--- config.mk ---
export PLATFORM = sky130hd
export DESIGN_NAME = seg_anim_mux
export DESIGN_NICKNAME = d
export VERILOG_FILES = /design/src/rtl/seg_anim_pkg.sv /design/src/rtl/seg_anim_mux_btn_debounce.sv /design/src/rtl/seg_anim_mux.sv
export SDC_FILE = /design/constraint.sdc
export NUM_CORES = 1
export LEC_CHECK = 0
export BUFFER_PORTS_ARGS = -buffer_cell sky130_fd_sc_hd__buf_2
export CAP_MARGIN = 20
export CORE_ASPECT_RATIO = 1.5
export CORE_MARGIN = 1
export CORE_UTILIZATION = 30
export CTS_CLUSTER_SIZE = 30
export DETAILED_ROUTE_END_ITERATION = 16
export PLACE_DENSITY_LB_ADDON = 0.3
export SYNTH_ARGS = -nofsm -noshare
export SYNTH_HDL_FRONTEND = slang
export SYNTH_SLANG_ARGS = --single-unit
--- constraint.sdc ---
create_clock -name clk -period 4.75 [get_ports clk]
set_clock_uncertainty 0.1 [all_clocks]
set_input_delay 0.95 -clock clk [delete_from_list [all_inputs] [get_ports clk]]
set_output_delay 0.95 -clock clk [all_outputs]
set_load 0.005 [all_outputs]
--- src/rtl/seg_anim_pkg.sv ---
// Shared types and segment glyph tables for the seg_anim_mux display controller.
// Segment vectors are active-low cathodes ordered {a,b,c,d,e,f,g}; bit 6 is segment a.
package seg_anim_pkg;

   typedef enum logic [1:0] {
      WALK  = 2'd0,
      CLIMB = 2'd1,
      HEX   = 2'd2,
      BLINK = 2'd3
   } mode_e;

   localparam logic [6:0] SEG_OFF  = 7'h7F;
   localparam logic [6:0] SEG_ALL  = 7'h00;
   localparam logic [6:0] SEG_UPSQ = 7'b0011100;  // a,b,f,g lit
   localparam logic [6:0] SEG_DNSQ = 7'b1100010;  // c,d,e,g lit
   localparam logic [6:0] SEG_TOP  = 7'b0111111;  // a only
   localparam logic [6:0] SEG_BOT  = 7'b1110111;  // d only

   localparam logic [6:0] HEX_GLYPH [16] = '{
      7'h01, 7'h4F, 7'h12, 7'h06, 7'h4C, 7'h24, 7'h20, 7'h0F,
      7'h00, 7'h04, 7'h08, 7'h60, 7'h31, 7'h42, 7'h30, 7'h38
   };

   localparam logic [6:0] CLIMB_SEQ [8] = '{
      SEG_BOT, SEG_DNSQ, SEG_ALL, SEG_UPSQ, SEG_TOP, SEG_OFF, SEG_OFF, SEG_OFF
   };

endpackage

--- src/rtl/seg_anim_mux_btn_debounce.sv ---
// Button conditioning: 2-flop synchronizer, optional stability filter, registered rising-edge pulse.
// The filter is selected by defining SEG_ANIM_DEBOUNCE_EN; otherwise the synchronized level is used.
module btn_debounce #(
   parameter int DEBOUNCE_CYCLES = 1000000
) (
   input  logic clk,
   input  logic rst_n,
   input  logic i_btn,
   output logic o_press
);

`ifdef SEG_ANIM_DEBOUNCE_EN
   localparam bit FILTER_EN = 1'b1;
`else
   localparam bit FILTER_EN = 1'b0;
`endif

   localparam int DB_W = $clog2(DEBOUNCE_CYCLES + 1);

   logic            r_sync1;
   logic            r_sync2;
   logic            r_stable;
   logic            r_prev;
   logic            r_press;
   logic [DB_W-1:0] r_db_cnt;
   logic            w_level;

   // NOTE: sequential state is updated with <= so every flop samples pre-edge values.
   always_ff @(posedge clk) begin
      if (!rst_n) begin
         r_sync1 <= 1'b0;
         r_sync2 <= 1'b0;
      end else begin
         r_sync1 <= i_btn;
         r_sync2 <= r_sync1;
      end
   end

   // The level is accepted once it has differed from r_stable for DEBOUNCE_CYCLES cycles;
   // when the filter is disabled this logic has no load and is trimmed away.
   always_ff @(posedge clk) begin
      if (!rst_n) begin
         r_stable <= 1'b0;
         r_db_cnt <= '0;
      end else if (r_sync2 == r_stable) begin
         r_db_cnt <= '0;
      end else if (r_db_cnt == DB_W'(DEBOUNCE_CYCLES - 1)) begin
         r_stable <= r_sync2;
         r_db_cnt <= '0;
      end else begin
         r_db_cnt <= r_db_cnt + 1'b1;
      end
   end

   assign w_level = FILTER_EN ? r_stable : r_sync2;

   always_ff @(posedge clk) begin
      if (!rst_n) begin
         r_prev  <= 1'b0;
         r_press <= 1'b0;
      end else begin
         r_prev  <= w_level;
         r_press <= w_level & ~r_prev;
      end
   end

   assign o_press = r_press;

endmodule

--- src/rtl/seg_anim_mux.sv ---
// Multiplexed 7-segment animation/hex display controller with tear-free valid/ready value loading.
// Define SEG_ANIM_DEBOUNCE_EN to enable the button debounce filter in btn_debounce.
module seg_anim_mux
   import seg_anim_pkg::*;
#(
   parameter int NUM_DIGITS      = 8,
   parameter int SCAN_DIV        = 16384,
   parameter int STEP_DIV        = 100000,
   parameter int DEBOUNCE_CYCLES = 1000000
) (
   input  logic                    clk,
   input  logic                    rst_n,
   input  logic                    btnC,
   input  logic [4*NUM_DIGITS-1:0] data_in,
   input  logic                    data_valid,
   output logic                    data_ready,
   output logic [1:0]              mode,
   output logic [NUM_DIGITS-1:0]   an,
   output logic [6:0]              seg
);

   localparam int POS_W  = $clog2(NUM_DIGITS);
   localparam int SCAN_W = $clog2(SCAN_DIV);
   localparam int STEP_W = $clog2(STEP_DIV);
   localparam int S_W    = $clog2(2 * NUM_DIGITS);
   localparam int DATA_W = 4 * NUM_DIGITS;

   logic [SCAN_W-1:0]     r_scan_cnt;
   logic [POS_W-1:0]      r_pos;
   logic [STEP_W-1:0]     r_step_cnt;
   logic [15:0]           r_step;
   mode_e                 r_mode;
   logic [DATA_W-1:0]     r_disp;
   logic [DATA_W-1:0]     r_pend;
   logic                  r_pending;
   logic [NUM_DIGITS-1:0] r_an;
   logic [6:0]            r_seg;

   logic                  w_press;
   logic                  w_scan_tc;
   logic                  w_step_tc;
   logic                  w_frame;
   logic                  w_accept;
   logic [S_W-1:0]        w_walk_s;
   logic [2:0]            w_climb_idx;
   logic [3:0]            w_nib;
   logic [6:0]            w_seg_next;

   btn_debounce #(
      .DEBOUNCE_CYCLES(DEBOUNCE_CYCLES)
   ) u_btn (
      .clk    (clk),
      .rst_n  (rst_n),
      .i_btn  (btnC),
      .o_press(w_press)
   );

   assign w_scan_tc = (r_scan_cnt == SCAN_W'(SCAN_DIV - 1));
   assign w_frame   = w_scan_tc && (r_pos == POS_W'(NUM_DIGITS - 1));
   assign w_step_tc = (r_step_cnt == STEP_W'(STEP_DIV - 1));
   assign w_accept  = data_valid && !r_pending;

   // Digit scan runs free; button presses never touch it.
   always_ff @(posedge clk) begin
      if (!rst_n) begin
         r_scan_cnt <= '0;
         r_pos      <= '0;
      end else if (w_scan_tc) begin
         r_scan_cnt <= '0;
         r_pos      <= (r_pos == POS_W'(NUM_DIGITS - 1)) ? '0 : r_pos + 1'b1;
      end else begin
         r_scan_cnt <= r_scan_cnt + 1'b1;
      end
   end

   always_ff @(posedge clk) begin
      if (!rst_n) begin
         r_mode     <= WALK;
         r_step     <= '0;
         r_step_cnt <= '0;
      end else if (w_press) begin
         r_mode     <= mode_e'(r_mode + 2'd1);
         r_step     <= '0;
         r_step_cnt <= '0;
      end else if (w_step_tc) begin
         r_step_cnt <= '0;
         r_step     <= r_step + 16'd1;
      end else begin
         r_step_cnt <= r_step_cnt + 1'b1;
      end
   end

   // Pending data is promoted only when it was already held at the start of a boundary cycle,
   // so an accept coinciding with a boundary waits for the next one.
   // NOTE: the wide data registers are reset too, because a reset must blank the hex value.
   always_ff @(posedge clk) begin
      if (!rst_n) begin
         r_disp    <= '0;
         r_pend    <= '0;
         r_pending <= 1'b0;
      end else if (w_frame && r_pending) begin
         r_disp    <= r_pend;
         r_pending <= 1'b0;
      end else if (w_accept) begin
         r_pend    <= data_in;
         r_pending <= 1'b1;
      end
   end

   assign w_walk_s    = S_W'(r_step % 16'(2 * NUM_DIGITS));
   assign w_climb_idx = r_step[2:0] + 3'(r_pos);
   assign w_nib       = r_disp[{r_pos, 2'b00} +: 4];

   // NOTE: w_seg_next is given a default before the case so no path leaves it unassigned (no latch).
   always_comb begin
      w_seg_next = SEG_OFF;
      case (r_mode)
         WALK: begin
            if (w_walk_s < S_W'(NUM_DIGITS)) begin
               if (S_W'(r_pos) == w_walk_s) w_seg_next = SEG_UPSQ;
            end else if (S_W'(r_pos) == S_W'(2 * NUM_DIGITS - 1) - w_walk_s) begin
               w_seg_next = SEG_DNSQ;
            end
         end
         CLIMB: w_seg_next = CLIMB_SEQ[w_climb_idx];
         HEX:   w_seg_next = HEX_GLYPH[w_nib];
         BLINK: w_seg_next = r_step[2] ? SEG_OFF : HEX_GLYPH[w_nib];
      endcase
   end

   // an and seg are registered from the same r_pos so they always describe the same digit.
   always_ff @(posedge clk) begin
      if (!rst_n) begin
         r_an  <= '1;
         r_seg <= SEG_OFF;
      end else begin
         r_an  <= ~(NUM_DIGITS'(1) << r_pos);
         r_seg <= w_seg_next;
      end
   end

   assign data_ready = !r_pending;
   assign mode       = r_mode;
   assign an         = r_an;
   assign seg        = r_seg;

endmodule

== Word-level counts from Yosys, hierarchy flattened ==
Memories as Yosys holds them, arrays and structs flattened.
Cells that the tools add are included.

* Register bits after elaboration: 136
* Latch bits: 0
* Memory bits (read-only): 168
* RAM bits: 0
* Memories kept: 2
* Input bits: 36

{| class="wikitable"
|+ Memories
! memory !! words !! width !! read ports !! clocked after Yosys merged registers in !! write ports !! line !! source
|-
| (name not given) || 16 || 7 || 1 || 0 || 0 || seg_anim_mux.sv:127 || <nowiki>BLINK: w_seg_next = r_step[2] ? SEG_OFF : HEX_GLYPH[w_nib];</nowiki>
|-
| (name not given) || 8 || 7 || 1 || 0 || 0 || seg_anim_mux.sv:125 || <nowiki>CLIMB: w_seg_next = CLIMB_SEQ[w_climb_idx];</nowiki>
|}

* $lt $le $gt $ge: 3
* Shifts and indexed selects: 2
* Bitwise operators: 7
* Multiplexer cells: 10
* Eq/ne operators: 8
* Div/mod/pow operators: 0
* Reductions and logical operators: 10
* Multipliers: 0
* Add/subtract/negate cells: 7

{| class="wikitable"
|+ Operator list
! operator !! count
|-
| 7-bit two-way mux || 7
|-
| 32-bit by 6-bit indexed part select with 4-bit output || 1
|-
| 7-bit one-hot mux with 4 select lines || 1
|-
| 17-bit by 1-bit adder with 17-bit output, second input constant || 1
|-
| 17-bit equality test, second input constant || 1
|-
| 16-bit by 1-bit adder with 16-bit output, second input constant || 1
|-
| 14-bit by 1-bit adder with 14-bit output, second input constant || 1
|-
| 14-bit equality test, second input constant || 1
|-
| 3-bit by 4-bit equality test with 1-bit output || 2
|-
| 8-bit NOT || 1
|-
| 1-bit by 3-bit left shift with 8-bit output, first input constant || 1
|-
| 2-bit OR reduction || 3
|-
| 5-bit greater-or-equal comparator, second input constant || 1
|-
| 5-bit two-way mux || 1
|-
| 4-bit NOT with 5-bit output || 1
|-
| 2-bit equality test, second input constant || 2
|-
| 4-bit greater-or-equal comparator, second input constant || 1
|-
| 4-bit < comparator, second input constant || 1
|-
| 3-bit NOT with 4-bit output || 1
|-
| 4-bit subtractor, first input constant || 1
|-
| 3-bit by 1-bit adder with 3-bit output, second input constant || 1
|-
| 3-bit adder || 1
|-
| 3-bit equality test, second input constant || 1
|-
| 1-bit logical AND || 3
|-
| other kinds (9) || 11
|}

== Logic depth before layout (Yosys ltp) ==
* Word-level depth: 7
* Gate-level depth with buffers: 8
* Mapped depth without buffers: 8

== Modules after synthesis ==
Synthesis repeated with hierarchy kept, for this count alone.

* Cell total of the unflattened synthesis: 612
* Area, all modules: 5332.6 um2

{| class="wikitable"
|+ Modules (own cells, without submodules)
! module !! cells an instance !! times used !! area each (um2) !! seq. area each (um2)
|-
| seg_anim_mux || 604 || 1 || 5221.3 || 2402.3
|-
| btn_debounce || 8 || 1 || 111.4 || 80.1
|}

== Worst setup path before layout ==
OpenSTA, ideal clock, no wires.

* Path kind: register to register
* From: reg r_pos[1]
* To: reg r_seg[3] (netlist: seg[3])
* Slack: 2227 ps
* Arrival time: 2301 ps
* Stages on the path, launching flop included: 9
* Library setup time: 122 ps
* Cells stage by stage: dfxtp_1 -> clkbuf_1 -> mux4_2 -> mux2i_1 -> inv_1 -> ha_1 -> and2_1 -> a211oi_1 -> o31ai_2

* Longest elaborated chain between the ends: 7
* Elaborated cells between the ends (all ways): 15
* Those cells by class: add/sub (1); eq/ne (1); shift (1); mux (8); bitwise (2); memory (2)

{| class="wikitable"
|+ Ends and longest elaborated chain
! element !! line !! source
|-
| start: declaration || seg_anim_mux.sv:29 || <nowiki>logic [POS_W-1:0] r_pos;</nowiki>
|-
| start signal: assignment || seg_anim_mux.sv:70 || <nowiki>r_pos <= (r_pos == POS_W'(NUM_DIGITS - 1)) ? '0 : r_pos + 1'b1;</nowiki>
|-
| 32-bit by 6-bit indexed part select with 4-bit output || seg_anim_mux.sv:112 || <nowiki>assign w_nib = r_disp[{r_pos, 2'b00} +: 4];</nowiki>
|-
| 4-bit NOT with 5-bit output (not written as such) || seg_anim_mux.sv:126, seg_anim_mux.sv:127 ||
|-
| memory 16 x 7 bit || - ||
|-
| 7-bit two-way mux (not written as such) (2 in a row) || seg_anim_mux.sv:127 ||
|-
| 7-bit two-way mux || seg_anim_mux.sv:127 ||
|-
| 7-bit one-hot mux with 4 select lines * || seg_anim_mux.sv:117 || <nowiki>case (r_mode)</nowiki>
|-
| end signal: assignment || seg_anim_mux.sv:138 || <nowiki>r_seg <= w_seg_next;</nowiki>
|-
| end: declaration || seg_anim_mux.sv:37 || <nowiki>logic [6:0] r_seg;</nowiki>
|}

Mark *: on every way between the ends. The rest lies on a longest branch, timed or not. The select of a mux whose other input is x is not followed.
A chain may end at the register's enable or synchronous reset.

== Worst setup path in the final report ==
* From: reg r_pos[0]
* To: reg r_seg[3] (netlist: seg[3])

Same word-level chain as after synthesis.

==> summary by stage <==
GRT
The initial antenna violation count is 0. The all-layer global routing usage is 12.7%. The met2 track demand over resource in global routing is 22.6%. The number of global-route vias before repair is 3968. The largest net degree at the start of global routing is 91. Global routing consumed, on the met3 layer, 3.64% of the routing resources.

The met1 global-route usage is 13.9%. Summed over all layers, the global routing overflow is 0. The layer flagged by global routing as most heavily used is met2. The first global-routing pass estimated 18800 um of wire.

Place
The post-DP HPWL is 7810 um. The final weighted congestion in routability-driven placement is 0.753. The count of input and output buffers is 53. Timing analysis after detailed placement gives a worst setup slack of 1.68 ns.

Logic synthesis
Counting every net in the synthesized netlist gives 686. The sequential cell area fraction in the yosys report is 45.0%. The average cell area after synthesis is 8.84 um2. The most used flip-flop cell after synthesis is dfxtp_1. The count of flip-flops with a built-in enable after synthesis is 0.

Counting every instance in the synthesized netlist gives 624. For this run, asynchronously set or reset flops after synthesis account for 0%. The synthesized design contains 124 register bits.

The number of distinct library cells after synthesis is 57. The number of warning messages in the yosys log is 0. The synthesized netlist occupies a cell area of 0.00551 mm2.

Clocking
Clock-pin slew was measured on the worst setup and hold paths at 0.05 ns. The CTS sink count is 124. The post-cts hold buffer count is 0. The H-tree was split into 4 levels.

The maximum root-to-sink buffer count is 2. TritonCTS built the clock tree. At the later pin of the worst-skew pair, clock insertion delay measures 0.41 ns. The number of clock buffers added by TritonCTS is 17. In this run the clock root is driven by a clkbuf_16. The count of cells resized by post-cts repair is 0. The post-CTS setup repair buffer count is 0.

Min path
The worst hold path belongs to the class reg2reg. The path with the worst hold slack has its endpoint at u_btn.o_press. The startpoint identified for the worst hold timing path is u_btn.r_prev. The instance count along the most critical hold path is 1.

Worst setup path
In this run the worst path has a maximum fanout of 14. Across all register-to-register paths, the minimum setup slack is 1.68 ns. The startpoint type of the worst setup path is a register. The critical path launch point is r_pos[0]. For the worst flop-to-flop path, the logic depth is 7. The reg-to-reg critical path endpoint is seg[3]. The worst register-to-register path begins at r_pos[0]. For the worst setup path, the data required time is 4.95 ns. At the worst endpoint, the arrival time is 3.27 ns.

The endpoint kind of the worst setup timing path is a register. The critical path start-end classification is reg2reg.

Final layout
The leading cell type in the layout, fill and taps excluded is dfxtp_1. Leaving out fill and tap cells, the most frequent cells in the layout are dfxtp_1 (124), nand2_1 (121), nand3_1 (56). The combined area of the multi-input logic cells is 0.00279 mm2. The total of fill cells in the finished design is 1897. The area occupied by registers is 0.00248 mm2. The area added between synthesis and finish is 18.4%. The layout net count is 723. In the final layout, the share of cells above drive strength 1 is 15.9%. The count of antenna diodes in the layout is 0.

Detailed routing
The number of routed nets with antenna violations is 0. The via density per instance is 4.63. The detailed-router iteration count before antenna repair is 4. For this block, the routed nets add up to 11100 um of wire. The per-cell routed wire length is 12.4 um. The overall via count from detail_route is 4122. For this run, design rule violations remaining after detail routing come to 0. The violation count after the first detailed-routing iteration is 102.

Timing
The final period demand of the worst path is 3.07 ns. Setup repair after global routing left no endpoint under its margin. For the pin with the worst max-slew slack, the measured transition is 0.794 ns. Headroom to the max-slew limit came out at 47.0%. The number of hold-slack violations in the final timing report came to 0. For the final routed database, the setup TNS stands at 0 ns. Of the available clock period, the critical path in the final layout requires 64.7%. The highest clock frequency the design can meet is 325 MHz. The final count of pins violating max slew came to 0.

The final setup slack of the worst path is 1.68 ns. The setup-violating endpoint count in the final report is 0.

Pwr
The cell area power density is 380 mW/mm2. The peak supply drop is 0.248 mV. Summed over all cells, the static leakage comes to 2.49 nW. After layout, the design draws a total of 2.48 mW. Internal power comes to 1.95 mW. The net load switching power is 527 uW. The part of the total power dissipated in sequential elements is 43.6%. The fraction of power consumed by combinational cells is 3.9%. The clock network accounts for 52.5% of the total power. Net switching is 21.2% of the power.

Die
The die is 168 um tall. The area enclosed by the die boundary is 0.0189 mm2. In this run the count of I/O pins placed on the die edge is 54. The number of cell rows is 60. The core region is 0.0179 mm2. The width of the die is 113 um. Once the floorplan was initialized, standard cells occupied 30.7% of the core.

Status
The run finished with clean final reports.

Job
The tool flagged a number of max-cap violations equal to 0.
logic make-up (layout without fill, tap and decap cells):
kind of cell	after synthesis	count (layout)	synth area share, %
mux	17	17	5.31
buf+inv	57	106	4.47
compound gates	96	96	11.5
fa+ha+maj	26	26	6.04
simple gates	271	271	22.2
flops	124	124	45.0
xor+xnor	33	33	5.51
power by group through the flow:
stage,registers [mW],logic [mW],clock network (mW)
after floorplan,1.10,0.0627,0
after global placement,1.10,0.0939,0
after detailed placement,1.10,0.0943,0
after CTS,1.08,0.0950,1.34
after global routing,1.08,0.111,1.38
final,1.08,0.0957,1.30
cell usage after synthesis, types with 2 or more instances:
cell type  instances  area share [%]
dfxtp_1          124              45
nand2_1          121             8.2
nand3_1           56             5.1
nor2_1            46             3.1
o21ai_0           38             3.4
a21boi_0          33             4.5
ha_1              25             5.7
clkbuf_1          24             1.6
inv_1             17             1.2
xnor2_1           17             2.7
xor2_1            15             2.4
and2_1             8            0.91
mux4_2             7             2.9
and3_1             6            0.68
mux2i_1            6             1.1
nand4_1            6            0.68
nor2b_1            6            0.68
buf_1              5            0.34
buf_2              5            0.45
a21oi_1            4            0.36
nor3_1             4            0.36
a22oi_1            3            0.41
and4_1             3            0.48
buf_4              3            0.41
nor4_1             3            0.34
o21ai_1            3            0.27
a211oi_1           2            0.27
buf_6              2            0.41
nand2b_1           2            0.23
o211a_1            2            0.36
o211ai_1           2            0.27
final cells by class:
type	count	area share (%)
flip-flops and latches	124	38.0
well taps	217	4.16
inverters	18	1.04
multi-input cells	443	42.7
repair buffers	57	4.87
clock buffers	20	7.00
clock inverters	11	2.20
worst max-delay path, stage by stage (launching register included):
cell and delay (ns):
dfxtp_1 0.77, mux4_2 0.58, mux2i_1 0.53, inv_1 0.21, ha_1 0.26, and2_1 0.14
a211oi_1 0.27, o31ai_2 0.10
flip-flops by register name, indices dropped and copies added, names as in the netlist, 3 cells and up:
signal      cells
an              8
r_step_cnt     17
r_disp         32
r_step          4
r_pos           3
r_scan_cnt     14
r_pend         32
seg             7
worst max path at each step:
stage	to	slack, ns	cells past startpoint
floorplan	seg[3]	2.23	8
global placement	seg[3]	1.79	7
detailed placement	seg[3]	1.68	7
CTS	seg[3]	1.67	7
global route	seg[3]	1.49	7
finish	seg[3]	1.68	7
per-stage QoR:
stage,cells,hold WS (ns),instance area (um2),utilization (%)
after floorplan,624,0.267,5510,-
after global placement,858,0.272,5900,32.9
after detailed placement,858,0.276,5900,32.9
after CTS,889,0.282,6500,36.2
after global routing,890,0.301,6530,36.4
final,890,0.280,6530,36.4
layer usage:
metal / share of wire, % / wire length, um
met1: 44 / 4830
met2: 52 / 5740
met3: 2.9 / 324
met4: 1.5 / 166
met5: 0 / 0
Power figures use the tool's default switching activity.
